[config.mk]
export PLATFORM = sky130hd
export DESIGN_NAME = switch_event_accumulator
export DESIGN_NICKNAME = d
export VERILOG_FILES = /design/src/rtl/switch_event_accumulator.sv
export SDC_FILE = /design/constraint.sdc
export NUM_CORES = 1
export LEC_CHECK = 0
export ABC_AREA = 1
export CORE_AREA = 3 3 95 97
export DETAILED_ROUTE_END_ITERATION = 6
export DIE_AREA = 0 0 98 100
export PLACE_DENSITY = 0.75
export SYNTH_ARGS = -nofsm -noshare
export SYNTH_HDL_FRONTEND = slang
export SYNTH_SLANG_ARGS = --single-unit
[constraint.sdc]
create_clock -name clk -period 2.3 [get_ports clk]
set_clock_uncertainty 0.1 [all_clocks]
set_input_delay 0.46 -clock clk [delete_from_list [all_inputs] [get_ports clk]]
set_output_delay 0.46 -clock clk [all_outputs]
set_load 0.05 [all_outputs]
[src/rtl/switch_event_accumulator.sv]
// Switch event accumulator: debounced presses add channel-weighted steps to a
// saturating or wrapping total, mirrored on three active-low 7-segment digits.

module sea_debounce #(
  parameter int DEB = 4
) (
  input  logic clk,
  input  logic reset,
  input  logic i_sw,
  output logic o_deb
);
  localparam int CW = (DEB > 1) ? $clog2(DEB) : 1;
  localparam logic [CW-1:0] CMAX = CW'(DEB - 1);

  logic [1:0]    r_sync;
  logic [CW-1:0] r_cnt;
  logic          r_deb;

  // Any sample agreeing with the debounced bit restarts the run count.
  always_ff @(posedge clk) begin
    if (reset) begin
      r_sync <= '0;
      r_cnt  <= '0;
      r_deb  <= 1'b0;
    end else begin
      r_sync <= {r_sync[0], i_sw};
      if (r_sync[1] == r_deb) begin
        r_cnt <= '0;
      end else if (r_cnt == CMAX) begin
        r_deb <= r_sync[1];
        r_cnt <= '0;
      end else begin
        r_cnt <= r_cnt + CW'(1);
      end
    end
  end

  assign o_deb = r_deb;
endmodule

module switch_event_accumulator #(
  parameter int N_CH = 4,
  parameter int W    = 10,
  parameter int DEB  = 4,
  parameter int STEP = 4,
  parameter int MAX  = 220,
  parameter int WRAP = 0
) (
  input  logic            clk,
  input  logic            reset,
  input  logic            clr,
  input  logic [N_CH-1:0] sw,
  output logic [W-1:0]    acc,
  output logic            evt,
  output logic            ovf,
  output logic            busy,
  output logic [6:0]      hex2,
  output logic [6:0]      hex1,
  output logic [6:0]      hex0
);
  localparam int W1  = W + 1;
  localparam int CNW = $clog2(W + 1);
  localparam logic [6:0] SEG_ZERO = 7'b1000000;

  function automatic logic [6:0] seg7(input logic [3:0] d);
    logic [6:0] s;
    case (d)
      4'd0:    s = 7'b1000000;
      4'd1:    s = 7'b1111001;
      4'd2:    s = 7'b0100100;
      4'd3:    s = 7'b0110000;
      4'd4:    s = 7'b0011001;
      4'd5:    s = 7'b0010010;
      4'd6:    s = 7'b0000010;
      4'd7:    s = 7'b1111000;
      4'd8:    s = 7'b0000000;
      4'd9:    s = 7'b0011000;
      default: s = 7'b1111111;
    endcase
    return s;
  endfunction

  function automatic logic [11:0] add3(input logic [11:0] b);
    logic [11:0] r;
    r = b;
    for (int i = 0; i < 3; i++)
      if (r[i*4 +: 4] >= 4'd5) r[i*4 +: 4] = r[i*4 +: 4] + 4'd3;
    return r;
  endfunction

  logic [N_CH-1:0] w_deb;

  for (genvar g = 0; g < N_CH; g++) begin : g_ch
    sea_debounce #(.DEB(DEB)) u_deb (
      .clk   (clk),
      .reset (reset),
      .i_sw  (sw[g]),
      .o_deb (w_deb[g])
    );
  end

  // Lowest-numbered active channel sets the weight; higher ones are ignored.
  logic [W-1:0] w_inc;
  always_comb begin
    w_inc = '0;
    for (int i = N_CH - 1; i >= 0; i--)
      if (w_deb[i]) w_inc = W'(STEP * (i + 1));
  end

  typedef enum logic {E_IDLE, E_HELD} ev_st_t;
  ev_st_t r_ev_st;
  logic   r_evt;
  logic   w_take;

  assign w_take = (r_ev_st == E_IDLE) && (|w_deb);

  always_ff @(posedge clk) begin
    if (reset) begin
      r_ev_st <= E_IDLE;
      r_evt   <= 1'b0;
    end else begin
      r_evt <= w_take;
      case (r_ev_st)
        E_IDLE:  if (|w_deb)  r_ev_st <= E_HELD;
        E_HELD:  if (~|w_deb) r_ev_st <= E_IDLE;
        default: r_ev_st <= E_IDLE;
      endcase
    end
  end

  logic [W-1:0] r_acc;
  logic         r_ovf;
  logic         r_chg;
  logic [W:0]   w_sum;
  logic [W-1:0] w_acc_nxt;
  logic         w_ovf_nxt;

  always_comb begin
    w_sum     = {1'b0, r_acc} + {1'b0, w_inc};
    w_acc_nxt = r_acc;
    w_ovf_nxt = r_ovf;
    if (clr) begin
      w_acc_nxt = '0;
      w_ovf_nxt = 1'b0;
    end else if (w_take) begin
      if (w_sum > W1'(MAX)) begin
        w_ovf_nxt = 1'b1;
        w_acc_nxt = (WRAP != 0) ? W'(w_sum - W1'(MAX + 1)) : W'(MAX);
      end else begin
        w_acc_nxt = w_sum[W-1:0];
      end
    end
  end

  // r_chg marks the cycle after any change of acc; it kicks the converter.
  always_ff @(posedge clk) begin
    if (reset) begin
      r_acc <= '0;
      r_ovf <= 1'b0;
      r_chg <= 1'b0;
    end else begin
      r_acc <= w_acc_nxt;
      r_ovf <= w_ovf_nxt;
      r_chg <= (w_acc_nxt != r_acc);
    end
  end

  typedef enum logic [1:0] {C_IDLE, C_CONV, C_DONE} cv_st_t;
  cv_st_t         r_cv_st;
  logic [CNW-1:0] r_bit;
  logic [W-1:0]   r_bin;
  logic [11:0]    r_bcd;
  logic           r_pend;
  logic           r_busy;
  logic [6:0]     r_hex2, r_hex1, r_hex0;
  logic [11:0]    w_adj;

  assign w_adj = add3(r_bcd);

  // DONE restarts straight into CONV when a change arrived meanwhile, so busy
  // never drops between back-to-back conversions.
  always_ff @(posedge clk) begin
    if (reset) begin
      r_cv_st <= C_IDLE;
      r_bit   <= '0;
      r_bin   <= '0;
      r_bcd   <= '0;
      r_pend  <= 1'b0;
      r_busy  <= 1'b0;
      r_hex2  <= SEG_ZERO;
      r_hex1  <= SEG_ZERO;
      r_hex0  <= SEG_ZERO;
    end else begin
      case (r_cv_st)
        C_IDLE: begin
          if (r_chg || r_pend) begin
            r_bin   <= r_acc;
            r_bcd   <= '0;
            r_bit   <= '0;
            r_pend  <= 1'b0;
            r_busy  <= 1'b1;
            r_cv_st <= C_CONV;
          end
        end
        C_CONV: begin
          if (r_chg) r_pend <= 1'b1;
          r_bcd <= {w_adj[10:0], r_bin[W-1]};
          r_bin <= {r_bin[W-2:0], 1'b0};
          r_bit <= r_bit + CNW'(1);
          if (r_bit == CNW'(W - 1)) r_cv_st <= C_DONE;
        end
        C_DONE: begin
          r_hex2 <= seg7(r_bcd[11:8]);
          r_hex1 <= seg7(r_bcd[7:4]);
          r_hex0 <= seg7(r_bcd[3:0]);
          if (r_chg || r_pend) begin
            r_bin   <= r_acc;
            r_bcd   <= '0;
            r_bit   <= '0;
            r_pend  <= 1'b0;
            r_cv_st <= C_CONV;
          end else begin
            r_busy  <= 1'b0;
            r_cv_st <= C_IDLE;
          end
        end
        default: begin
          r_busy  <= 1'b0;
          r_cv_st <= C_IDLE;
        end
      endcase
    end
  end

  assign acc  = r_acc;
  assign evt  = r_evt;
  assign ovf  = r_ovf;
  assign busy = r_busy;
  assign hex2 = r_hex2;
  assign hex1 = r_hex1;
  assign hex0 = r_hex0;
endmodule

; ---- Word-level counts from Yosys, hierarchy flattened
; Memory sizes are Yosys's and may differ from the RTL's. A register that Yosys moved wholly into a read port is not among the register bits.
; Cells that the tools add are included.
[word_totals]
register_bits = 64
out_inout_bits = 34
rom_bits = 336
elab_cells = 109
input_bits = 7
n_memories = 3
[op_classes]
n_mux = 27
reduce_logical = 20
add_sub_neg = 9
eq_ne = 17
order_cmp = 4
bitwise = 6
[mem_list]
columns = memory, depth, width, read_ports, rd_ports_with_merged_regs, wr, line_no
row1 = (no name shown), 16, 7, 1, 1, 0, 67  ; case (d)
row2 = (no name shown), 16, 7, 1, 1, 0, 67
row3 = (no name shown), 16, 7, 1, 1, 0, 67
[op_table]
columns = operator, count
row1 = $mux W10, 7
row2 = $pmux W12 S2, 1
row3 = $pmux W10 S2, 1
row4 = $reduce_and A2 Y1, 7
row5 = $ge A4 B3 Y1 const B, 3
row6 = $mux W12, 1
row7 = $mux W4, 3
row8 = $reduce_or A3 Y1, 4
row9 = $add A10 B10 Y11, 1
row10 = $gt A11 B8 Y1 const B, 1
row11 = $eq A2 B2 Y1 const B, 5
row12 = $ne A10 B10 Y1, 1
row13 = $add A2 B1 Y2 const B, 4
row14 = $add A4 B2 Y4 const B, 2
row15 = $ne A2 B2 Y1 const B, 4
row16 = $pmux W4 S2, 1
row17 = $mux W1, 6
row18 = $not A1 Y1, 6
row19 = $pmux W2 S3, 1
row20 = $reduce_and A3 Y1, 2
row21 = $mux W5, 1
row22 = $add A4 B1 Y4 const B, 1
row23 = $eq A1 B1 Y1, 4
row24 = $eq A4 B4 Y1 const B, 1
row25 = 13 further kinds, 15

; ---- Logic depth before layout (Yosys ltp)
; Gate-level depths: netlist (run 1).
[depth]
ltp_word = 10
mapped_depth = 21
ltp_nobuf = 21

; ---- Hierarchy
; A second synthesis (run 1) with hierarchy kept.
[hier_totals]
hier_cells = 582
area_unflattened_um2 = 4201.5
[modules_own_cells]
columns = mod, cells_per_inst, seq_area_each_um2, area_each_um2, n_inst
row1 = switch_event_accumulator, 490, 1301.2, 3455.8, 1
row2 = sea_debounce, 23, 100.1, 186.4, 4

; ---- Least setup slack after synthesis (run 1)
; OpenSTA, ideal clock, no wires.
[synth_path]
path_kind = register to register
start = reg r_acc[2], in the netlist acc[2]
end = reg r_chg
path_stages_with_launch = 17
arrival_ns = 2.349
setup_ns = 0.125
path_slack_ns = -0.273
path_buffers = 0
path_cell_list = dfxtp_1 ha_1 fa_1 nand2_1 nor2_1 nand2_1 nand3_1 nand3_4 nand2_4 nand2_4 nand3_2 nand2_1 inv_1 nor2_1 nand3_1 nor2_1 nor2_1
[synth_between]
elab_chain_cells = 6
[synth_lines]
columns = item, line_no
row1 = from (decl), 131  ; logic [W-1:0] r_acc;
row2 = from (signal assigned), 162  ; r_acc <= w_acc_nxt;
row3 = $add A10 B10 Y11, 139  ; w_sum = {1'b0, r_acc} + {1'b0, w_inc};
row4 = $gt A11 B8 Y1, 146  ; if (w_sum > W1'(MAX)) begin
row5 = $mux W10, 146
row6 = $mux W10, 145  ; end else if (w_take) begin
row7 = $mux W10, 142  ; if (clr) begin
row8 = $ne A10 B10 Y1 *, 164  ; r_chg <= (w_acc_nxt != r_acc);
row9 = to (signal assigned), 164
row10 = to (decl), 133  ; logic r_chg;
; Every way passes the cells marked *; elsewhere a longest branch is shown, timed or not.
; A chain may end at the register's enable or synchronous reset.

; ---- Final worst setup path (run 1)
[layout_path]
start = reg g_ch[0].u_deb.r_deb
end = reg r_chg
[layout_between]
elab_chain_cells = 7
word_cells_on_any_way = 9
[layout_lines]
columns = item, line_no
row1 = from (decl), 17  ; logic r_deb;
row2 = from (signal assigned), 30  ; r_deb <= r_sync[1];
row3 = $mux W10, 107  ; if (w_deb[i]) w_inc = W'(STEP * (i + 1));
row4 = $add A10 B10 Y11, 139
row5 = $gt A11 B8 Y1, 146
row6 = $mux W10, 146
row7 = $mux W10 *, 145
row8 = $mux W10 *, 142
row9 = $ne A10 B10 Y1 *, 164
; Marked as above.

==> results of run 1 <==
## cells in the final DEF (no fill, tap or decap), types with 2 or more instances in the layout
cell type,Yosys,layout
nor2_2,4,6
xor2_1,3,3
dfxtp_2,0,2
nand3_2,8,10
inv_1,74,73
nand2_2,5,6
nor3_1,4,4
dlymetal6s2s_1,0,3
o21ai_2,0,2
o21ai_0,46,45
o211ai_1,17,17
nand2_4,2,5
ha_1,24,22
nand4_1,3,3
and3_1,2,2
nor2_1,57,55
dfxtp_1,85,79
buf_4,0,34
o21a_1,3,3
dfxtp_4,0,4
a21oi_1,58,57
nand3_1,21,19
inv_2,3,3
a31oi_1,13,13
nand2_1,91,87
inv_4,0,2
inv_6,0,2
o32ai_1,3,3
clkbuf_8,0,9
clkdlybuf4s50_1,0,36
## what timing repair did
item / in CTS / in global routing
pin swaps: 4 / 13
endpoints found under the setup margin: 2 / 11
resized for setup: 5 / 23
hold buffers: 0 / 0
buffers inserted: 1 / 9
## routing by layer
metal	track usage, %	vias up
met2	33.35	79
li1	-	1969
met4	6.283	0
met3	3.614	10
met5	0	-
met1	23.71	1758
## metrics by stage
step	setup TNS (ns)	area, sq um
global placement	-0.1143	4806
CTS	-0.1519	5056
floorplan	0	4192
global route	-1.398	5202
detailed placement	-0.1507	4806
finish	-0.5165	5202
## worst max-delay path by stage
stage,start,to,slack [ns]
after floorplan,g_ch[3].u_deb.o_deb$_SDFFE_PP0P_,r_chg$_SDFF_PP0_,0.0008
after global placement,g_ch[2].u_deb.o_deb$_SDFFE_PP0P_,r_chg$_SDFF_PP0_,-0.11
after detailed placement,g_ch[3].u_deb.o_deb$_SDFFE_PP0P_,r_chg$_SDFF_PP0_,-0.15
after CTS,g_ch[2].u_deb.o_deb$_SDFFE_PP0P_,r_chg$_SDFF_PP0_,-0.15
after global routing,g_ch[1].u_deb.o_deb$_SDFFE_PP0P_,r_chg$_SDFF_PP0_,-0.37
final,g_ch[0].u_deb.o_deb$_SDFFE_PP0P_,r_chg$_SDFF_PP0_,-0.19
## sequential cells by signal, indices dropped and copies added, names as in the netlist, 2 cells and up
register	cells
acc	10
g_ch.u_deb.o_deb	4
g_ch.u_deb.r_cnt	8
g_ch.u_deb.r_sync	8
hex0	7
hex1	7
hex2	7
r_bcd	12
r_bin	10
r_bit	4
r_cv_st	2
## critical path: cells and delay by family, from the launching register on
family | cells | cell delay (ns)
and+or+nand+nor | 13 | 1.02
buffers and inverters | 1 | 0.05
adders and majority gates | 2 | 0.76
AOI/OAI and AO/OA | 1 | 0.05
DFF | 1 | 0.37
## power groups by stage
stage / clock [mW] / combinational [mW] / sequential, mW
3_3_place_gp: 0 / 0.0618 / 1.52
3_5_place_dp: 0 / 0.0637 / 1.52
6_report: 1.14 / 0.0646 / 1.48
2_1_floorplan: 0 / 0.0384 / 1.52
4_1_cts: 1.18 / 0.0638 / 1.48
5_1_grt: 1.24 / 0.0722 / 1.48
## cell type report
type | count | area [sq um] | share of cell area (%)
clock buffers | 10 | 148.9 | 2.862
clock inverters | 6 | 75.07 | 1.443
inverters | 78 | 297.8 | 5.724
multi-input cells | 374 | 2166 | 41.63
flip-flops and latches | 85 | 1719 | 33.04
well taps | 105 | 131.4 | 2.525
repair buffers | 74 | 664.4 | 12.77
## cells by family after synthesis
| logic type | after synthesis |
|---|---|
| flip-flops | 85 |
| buffers and inverters | 96 |
| AO/OA/AOI/OAI | 143 |
| adder cells (fa/ha/maj) | 25 |
| AND/OR/NAND/NOR | 203 |
| XOR/XNOR | 3 |
==> results.yml, run 1 <==
worst_setup_path:
  slowest_stage: "fa_2"
  path_class: "flop to flop"
  crit_chain: "inv_4 > o21ai_2 > ha_2 > fa_2 > nand2_1 > nor2_1 > nand2_1 > nand3_2 > nand3_4 > nand2_4 > nand2_4 > nand2_4 > nand2_4 > nand2_2 > nand4_2 > nor2_1 > nor2_1"
  ff2ff_path_depth: 17
  cpMostUsedCell: "nand2_4"
  cp-end-kind: "flop"
  cp_max_fo: 6
  critPathLaunchType: "flop"
  crit_required_ns: 2.42
  r2r_slack_ns: -0.19
  crit-reg2reg-launch: "g_ch[0].u_deb.o_deb$_SDFFE_PP0P_"
  critPathArrivalTime_ns: 2.61
  crit_path_max_incr_delay_ns: 0.57
  r2r-end: "r_chg$_SDFF_PP0_"
synthesis:
  yosysTopAreaCellShare_pct: 40.78
  synth_fp_nets: 587
  synth.most_common_cell: "nand2_1"
  synth_top_family_by_area: "simple AND/OR/NAND/NOR gates"
  synth_top_cells_by_area: "dfxtp_1 41%, nand2_1 8.2%, ha_1 7.2%"
  ys_seq_area_share_pct: 40.78
  ys_seq_elements: 85
  synth_common_cells: "91 x nand2_1, 85 x dfxtp_1, 74 x inv_1"
  synthArstFlopShare_pct: 0
  synth_edf_count: 0
  synth_compound_area_share_pct: 19.37
  synthAdderAreaFrac_pct: 7.676
  synth_cell_types: 34
  yosys.area_share.simple_pct: 22.22
  synthCells: 555
  syn_avg_cell_area_sq_um: 7.518
  synth_top_cell_by_area: "dfxtp_1"
  synth_area_sq_um: 4173
  synthFlopType: "dfxtp_1"
  synth-xor-area-share_pct: 0.6297
  muxShareOfSynthArea_pct: 0
  yosysWarnings: 0
place:
  dp.cells: 706
  place_ws_ns: -0.1507
  io_buffers: 40
  detailed_place_hpwl_mm: 6.406
  gp_congestion: 0.9251
timing:
  fin_crit_ns: 2.491
  drv_slew: 0
  max_freq_ghz: 0.4015
  finalCritPeriodShare_pct: 108.3
  whs_ns: 0.3102
  finalSetupViolCount: 5
  max_slew_margin_pct: 65.36
  hold_viol_final: 0
  rsz0062_at_grt: "yes"
  layout_setup_ws_ns: -0.1909
  worst_slew_pin_slew_ns: 0.5188
routing:
  top_layer: "met4"
  drt_pass1_iterations: 4
  route.detailed.drc: 0
  wire_per_inst_um: 12.73
  drt_iter0_drc: 151
  vias: 3816
  avgViaCountPerCell: 5.213
  met3_length_um: 350
  routed_wl_mm: 9.315
  antenna_left: 0
  drt-met1-wl_mm: 4.232
  route.met2.wl_mm: 4.629
power:
  power_density_nw_per_um2: 517.3
  p_clk_share_pct: 42.5
  total_power_mw: 2.691
  p_switching_mw: 0.6068
  comb_power_share_pct: 2.4
  switching_share_pct: 22.55
  internal_power_mw: 2.084
  p_leak_nw: 2.168
  sequentialPowerShare_pct: 55.1
  peakVddDrop_v: 0.0003530
job:
  max_cap_viol_count: 0
min_path:
  holdPathStages: 2
  hold-path-endpoint: "g_ch[2].u_deb.r_sync[1]$_SDFF_PP0_"
  hold_class: "flop to flop"
  worstHoldStart: "g_ch[2].u_deb.r_sync[0]$_SDFF_PP0_"
clock_network:
  cts_tree: "built"
  cts.path.max_buffers: 2
  clk_pin_slew_ns: 0.09
  clkLatencyLatePin_ns: 0.34
  root_buffer: "clkbuf_8"
  cts-htree-levels: 3
  numCtsBuffers: 9
  clock_sinks: 85
finish:
  finalNonFillerCells: 732
  syn_to_final_growth_pct: 24.68
  fin_util_pct: 63.32
  fin_nets: 654
  fillCellCount: 689
  drive_gt1_share_pct: 15.79
  diodes: 0
floorplanning:
  die_h_um: 100
  ios: 41
  core_sq_um: 8217
  die_area_sq_um: 9800
  rows: 33
  die-width_um: 98
  initial_utilization_pct: 50.78
outcome:
  violations: "negative setup slack"
  status: "finished, violations left"
global_route:
  antenna_found_initial: 0
  grt_max_degree: 35
  grt_pass1_vias: 3578
  grt_pass1_wl_mm: 15.58
  grt.total_usage_pct: 19.06
  grt-ovfl-total: 0
(Power assumes the default switching activity.)
==> run 2: changes to the inputs <==
- RECOVER_POWER: unset -> 25
- SYNTH_HIERARCHICAL: unset -> 1
==> results.yml, run 2 <==
synthesis:
  synthArstFlopShare_pct: 0
  synth_fp_nets: 614
  synth.most_common_cell: "nand2_1"
  synth_compound_area_share_pct: 16.50
  muxShareOfSynthArea_pct: 0
  synth_top_family_by_area: "simple AND/OR/NAND/NOR gates"
  yosysWarnings: 6
  synth_edf_count: 0
  synthFlopType: "dfxtp_1"
  yosys.area_share.simple_pct: 25.64
  ys_seq_elements: 85
  synth_common_cells: "108 x nand2_1, 85 x dfxtp_1, 84 x inv_1"
  synth_top_cell_by_area: "dfxtp_1"
  yosysTopAreaCellShare_pct: 40.50
  synth-xor-area-share_pct: 0.2085
  synth_top_cells_by_area: "dfxtp_1 41%, nand2_1 9.6%, inv_1 7.5%"
  synth_cell_types: 32
  synth_area_sq_um: 4202
  ys_seq_area_share_pct: 40.50
  syn_avg_cell_area_sq_um: 7.219
  synthAdderAreaFrac_pct: 7.624
  synthCells: 582
finish:
  fillCellCount: 718
  largest_reg_flops: 12
  design_area_sq_um: 5270
  syn_to_final_growth_pct: 25.43
  finalNonFillerCells: 763
  regArea_sq_um: 1714
  multi_input_area_sq_um: 2208
  diodes: 0
  fin_nets: 685
  final_cell_mix: "99 x nand2_1, 81 x inv_1, 79 x dfxtp_1, 73 x nor2_1, 49 x a21oi_1"
  fin_util_pct: 64.14
  drive_gt1_share_pct: 15.65
  mostFrequentLayoutCell: "nand2_1"
  max_flop_register: "r_bcd"
worst_setup_path:
  cpMostUsedCell: "nand2_2"
  slowest_stage: "fa_2"
  path_class: "flop to flop"
  critPathArrivalTime_ns: 2.72
  cp-end-kind: "flop"
  crit_chain: "inv_4 > o21ai_4 > ha_4 > fa_2 > nand2_2 > nand2_4 > nand2_2 > nand2_1 > nand2_1 > nand2_2 > a21oi_4 > nand2_2 > nand2_4 > buf_4 > buf_6 > buf_6 > inv_2 > nor2_2 > nor2_1"
  crit_path_max_incr_delay_ns: 0.41
  critPathLaunchType: "flop"
  cp_max_fo: 5
  crit_required_ns: 2.47
global_route:
  grt-ovfl-total: 0
  antenna_found_initial: 0
  grt.total_usage_pct: 20.27
  grt_max_degree: 42
  grt_pass1_wl_mm: 16.52
  grt_pass1_vias: 3723
routing:
  drt_pass1_iterations: 4
  drt_iter0_drc: 165
  route.detailed.drc: 0
  antenna_left: 0
  routed_wl_mm: 9.907
  avgViaCountPerCell: 5.207
  wire_per_inst_um: 12.98
  vias: 3973
timing:
  finalSetupViolCount: 6
  max_freq_ghz: 0.3907
  hold_viol_final: 0
  max_slew_margin_pct: 59.10
  layout_setup_ws_ns: -0.2592
  fin_crit_ns: 2.559
  rsz0062_at_grt: "yes"
  setup-tns-final_ns: -1.155
  worst_slew_pin_slew_ns: 0.6128
  drv_slew: 0
  finalCritPeriodShare_pct: 111.3
power:
  p_clk_share_pct: 40.9
  p_switching_mw: 0.6926
  sequentialPowerShare_pct: 56.5
  total_power_mw: 2.627
  switching_share_pct: 26.37
  power_density_nw_per_um2: 498.4
  peakVddDrop_v: 0.0003668
  internal_power_mw: 1.934
  p_leak_nw: 2.312
  comb_power_share_pct: 2.6
floorplanning:
  die_area_sq_um: 9800
  rows: 33
  die_h_um: 100
  ios: 41
  die-width_um: 98
  core_sq_um: 8217
  initial_utilization_pct: 51.13
clock_network:
  cts.path.max_buffers: 2
  numCtsBuffers: 9
  root_buffer: "clkbuf_8"
  postCtsHoldBufs: 0
  cts-htree-levels: 3
  clock_sinks: 85
  clk_pin_slew_ns: 0.10
  clkLatencyLatePin_ns: 0.37
  cts_tree: "built"
place:
  dp.cells: 738
  io_buffers: 40
  detailed_place_hpwl_mm: 6.922
  gp_congestion: 0.9053
  placed_area_sq_um: 4883
job:
  max_cap_viol_count: 0
outcome:
  status: "finished, violations left"
  violations: "negative setup slack"
min_path:
  hold_class: "flop to flop"
run 2: final cells by class:
cell class | count | area share (%)
multi-input combinational | 395 | 41.90
clock buffer | 9 | 2.350
sequential | 85 | 32.53
tap | 105 | 2.493
clock inverter | 7 | 1.519
inverter | 85 | 6.102
timing repair buffer | 77 | 13.11
run 2: metal layers:
layer / track usage [%] / wire length, um / up-vias
met5: 0 / 0 / -
met4: 7.774 / 98 / 0
met3: 3.753 / 480 / 9
met2: 34.82 / 4874 / 94
met1: 25.34 / 4453 / 1837
li1: - / - / 2033
run 2: power groups by stage:
stage	Sequential, mW	Combinational, mW	Clock (mW)
after global placement	1.52	0.0658	0
after floorplan	1.52	0.0382	0
after detailed placement	1.52	0.0677	0
after global routing	1.49	0.0753	1.16
final	1.48	0.0672	1.07
after CTS	1.48	0.0684	1.09
run 2: worst max-delay path, delay by kind of cell (launching register included):
family | cells | cell delay, ns
flops | 1 | 0.38
buf+inv | 5 | 0.40
compound gates | 2 | 0.25
simple gates | 10 | 0.73
fa+ha+maj | 2 | 0.58
run 2: metrics by stage:
step	setup slack, ns	hold WS, ns
floorplan	0.002331	0.2883
global placement	-0.2404	0.2920
detailed placement	-0.2868	0.2948
CTS	-0.1647	0.3093
global route	-0.4172	0.3243
finish	-0.2592	0.3101
run 2: logic make-up after synthesis:
kind of cell | count (synthesis)
fa+ha+maj | 25
compound gates | 124
xor+xnor | 1
simple gates | 245
buf+inv | 102
flops | 85
run 2: worst paths after layout:
kind / slack [ns] / startpoint / to / depth (start not counted)
worst max-delay path: -0.26 / g_ch[0].u_deb/o_deb$_SDFFE_PP0P_ / ovf$_SDFFE_PP0P_ / 19
worst min-delay path: 0.31 / g_ch[0].u_deb/r_sync[0]$_SDFF_PP0_ / g_ch[0].u_deb/r_sync[1]$_SDFF_PP0_ / 2
worst max register to register: -0.26 / g_ch[0].u_deb/o_deb$_SDFFE_PP0P_ / ovf$_SDFFE_PP0P_ / 19
worst min register to register: 0.31 / g_ch[0].u_deb/r_sync[0]$_SDFF_PP0_ / g_ch[0].u_deb/r_sync[1]$_SDFF_PP0_ / 2
run 2: what timing repair did:
action,4_1_cts,5_1_grt
pin swaps,7,8
setup endpoints to repair,8,11
buffers inserted,3,6
endpoints found under the hold margin,0,0
resized for setup,15,21
==> run 3: changes to the inputs <==
- CORE_AREA: 3 3 95 97 -> 3 3 92 94
- DIE_AREA: 0 0 98 100 -> 0 0 95 97
- PLACE_DENSITY: 0.75 -> 0.77
- SKIP_CTS_REPAIR_TIMING: unset -> 1
- clock period: 2.3 -> 2.85 ns (I/O delays scaled with it)
==> results.yml, run 3 (same netlist as run 2, synthesis figures left out) <==
outcome:
  status: "finished clean"
timing:
  worst_slew_pin_slew_ns: 0.5801
  whs_ns: 0.3067
  finalCritPeriodShare_pct: 91.99
  hold_viol_final: 0
  max_freq_ghz: 0.3814
  rsz0062_at_grt: "yes"
  max_slew_margin_pct: 61.28
  finalSetupViolCount: 0
  fin_crit_ns: 2.622
  drv_slew: 0
worst_setup_path:
  critPathLaunch: "g_ch[0].u_deb/o_deb$_SDFFE_PP0P_"
  cp_max_fo: 8
  cp-end-kind: "flop"
  ff2ff_path_depth: 17
  crit_required_ns: 2.99
  crit-reg2reg-launch: "g_ch[0].u_deb/o_deb$_SDFFE_PP0P_"
  path_class: "flop to flop"
  critPathLaunchType: "flop"
  critPathArrivalTime_ns: 2.77
finish:
  final_cell_mix: "108 x nand2_1, 85 x dfxtp_1, 84 x inv_1, 74 x nor2_1, 50 x a21oi_1"
  design_area_sq_um: 4873
  multi_input_area_sq_um: 2091
  diodes: 0
  mostFrequentLayoutCell: "nand2_1"
  regArea_sq_um: 1702
  max_flop_register: "r_bcd"
  drive_gt1_share_pct: 6.720
  syn_to_final_growth_pct: 15.99
  fillCellCount: 696
  largest_reg_flops: 12
  fin_nets: 653
floorplanning:
  rows: 32
  ios: 41
  initial_utilization_pct: 54.37
  die-width_um: 95
  die_h_um: 97
  die_area_sq_um: 9215
  core_sq_um: 7727
clock_network:
  cts_tree: "built"
  cts.path.max_buffers: 2
  numCtsBuffers: 9
  clock_sinks: 85
  clk_pin_slew_ns: 0.08
  cts-htree-levels: 3
  root_buffer: "clkbuf_8"
  clkLatencyLatePin_ns: 0.34
power:
  p_leak_nw: 2.029
  power_density_nw_per_um2: 420.4
  peakVddDrop_v: 0.0002827
job:
  max_cap_viol_count: 0
place:
  io_buffers: 40
  gp_congestion: 0.9190
  placed_area_sq_um: 4698
  detailed_place_hpwl_mm: 6.714
routing:
  wire_per_inst_um: 12.64
  route.detailed.drc: 0
  vias: 3847
  drt_iter0_drc: 206
  antenna_left: 0
  drt_pass1_iterations: 5
  avgViaCountPerCell: 5.292
  routed_wl_mm: 9.191
global_route:
  grt_max_degree: 42
  grt-ovfl-total: 0
  grt_pass1_wl_mm: 15.88
  antenna_found_initial: 0
  grt.total_usage_pct: 20.94
  grt_pass1_vias: 3594
min_path:
  hold_class: "flop to flop"
  worstHoldStart: "g_ch[1].u_deb/r_sync[0]$_SDFF_PP0_"
  holdPathStages: 2
run 3: cell count changes in the layout (fill, tap and decap cells not counted), moves of 3 or more:
cell,delta
buf_6,-3
nand2_1,+9
dfxtp_2,-4
dlymetal6s2s_1,-3
clkdlybuf4s50_1,+4
nand2_2,-8
nand3_1,+5
nand3_2,-5
buf_4,-30
inv_1,+3
dfxtp_1,+6
run 3: final timing paths:
path / to / slack [ns]
worst max register to register: r_chg$_SDFF_PP0_ / 0.23
worst max-delay path: r_chg$_SDFF_PP0_ / 0.23
worst min-delay path: g_ch[1].u_deb/r_sync[1]$_SDFF_PP0_ / 0.31
worst min register to register: g_ch[1].u_deb/r_sync[1]$_SDFF_PP0_ / 0.31
run 3: cell type report:
cell class	instances	area share, %
Timing Repair Buffer	45	9.243
Clock buffer	11	3.107
Tap cell	102	2.619
Sequential cell	85	34.92
Multi-Input combinational cell	395	42.90
Clock inverter	4	0.6675
Inverter	85	6.547
run 3: power breakdown:
| part | leakage (nW) | switching (mW) | internal, mW |
|---|---|---|---|
| logic | 1.25 | 0.0329 | 0.0191 |
| clock network | 0.0880 | 0.432 | 0.364 |
| registers | 0.687 | 0.00462 | 1.20 |
| total | 2.03 | 0.470 | 1.58 |
run 3: critical path, stage by stage, from the launching register on:
cell      delay [ns]
dfxtp_1         0.37
inv_1           0.11
o21ai_0         0.09
ha_1            0.23
fa_2            0.37
nand2_1         0.07
nand2_1         0.08
nand3b_2        0.26
a21oi_4         0.19
nand2_2         0.09
nand2_4         0.10
nand3_2         0.08
nand2_1         0.07
nand2_1         0.06
nor2_2          0.08
nand3_1         0.07
nand2_1         0.06
inv_1           0.04
run 3: per-layer routing:
metal,wire length [um],part of all wire (%),GRT usage (%),up-vias
li1,-,-,-,1970
met5,0,0,0,-
met1,4178,45,27.83,1762
met2,4415,48,34.06,101
met4,157,1.7,7.547,0
met3,439,4.8,3.266,14
run 3: stage by stage:
step / setup TNS [ns] / setup WS, ns / total power, mW / cells / utilization, %
3_5_place_dp: 0 / 0.1677 / 1.282 / 712 / 60.80
6_report: 0 / 0.2284 / 2.049 / 727 / 63.07
3_3_place_gp: 0 / 0.2319 / 1.280 / 712 / 60.80
4_1_cts: 0 / 0.1454 / 2.070 / 727 / 63.18
2_1_floorplan: 0 / 0.2853 / 1.258 / 582 / -
5_1_grt: -0.01531 / -0.01531 / 2.126 / 727 / 63.07
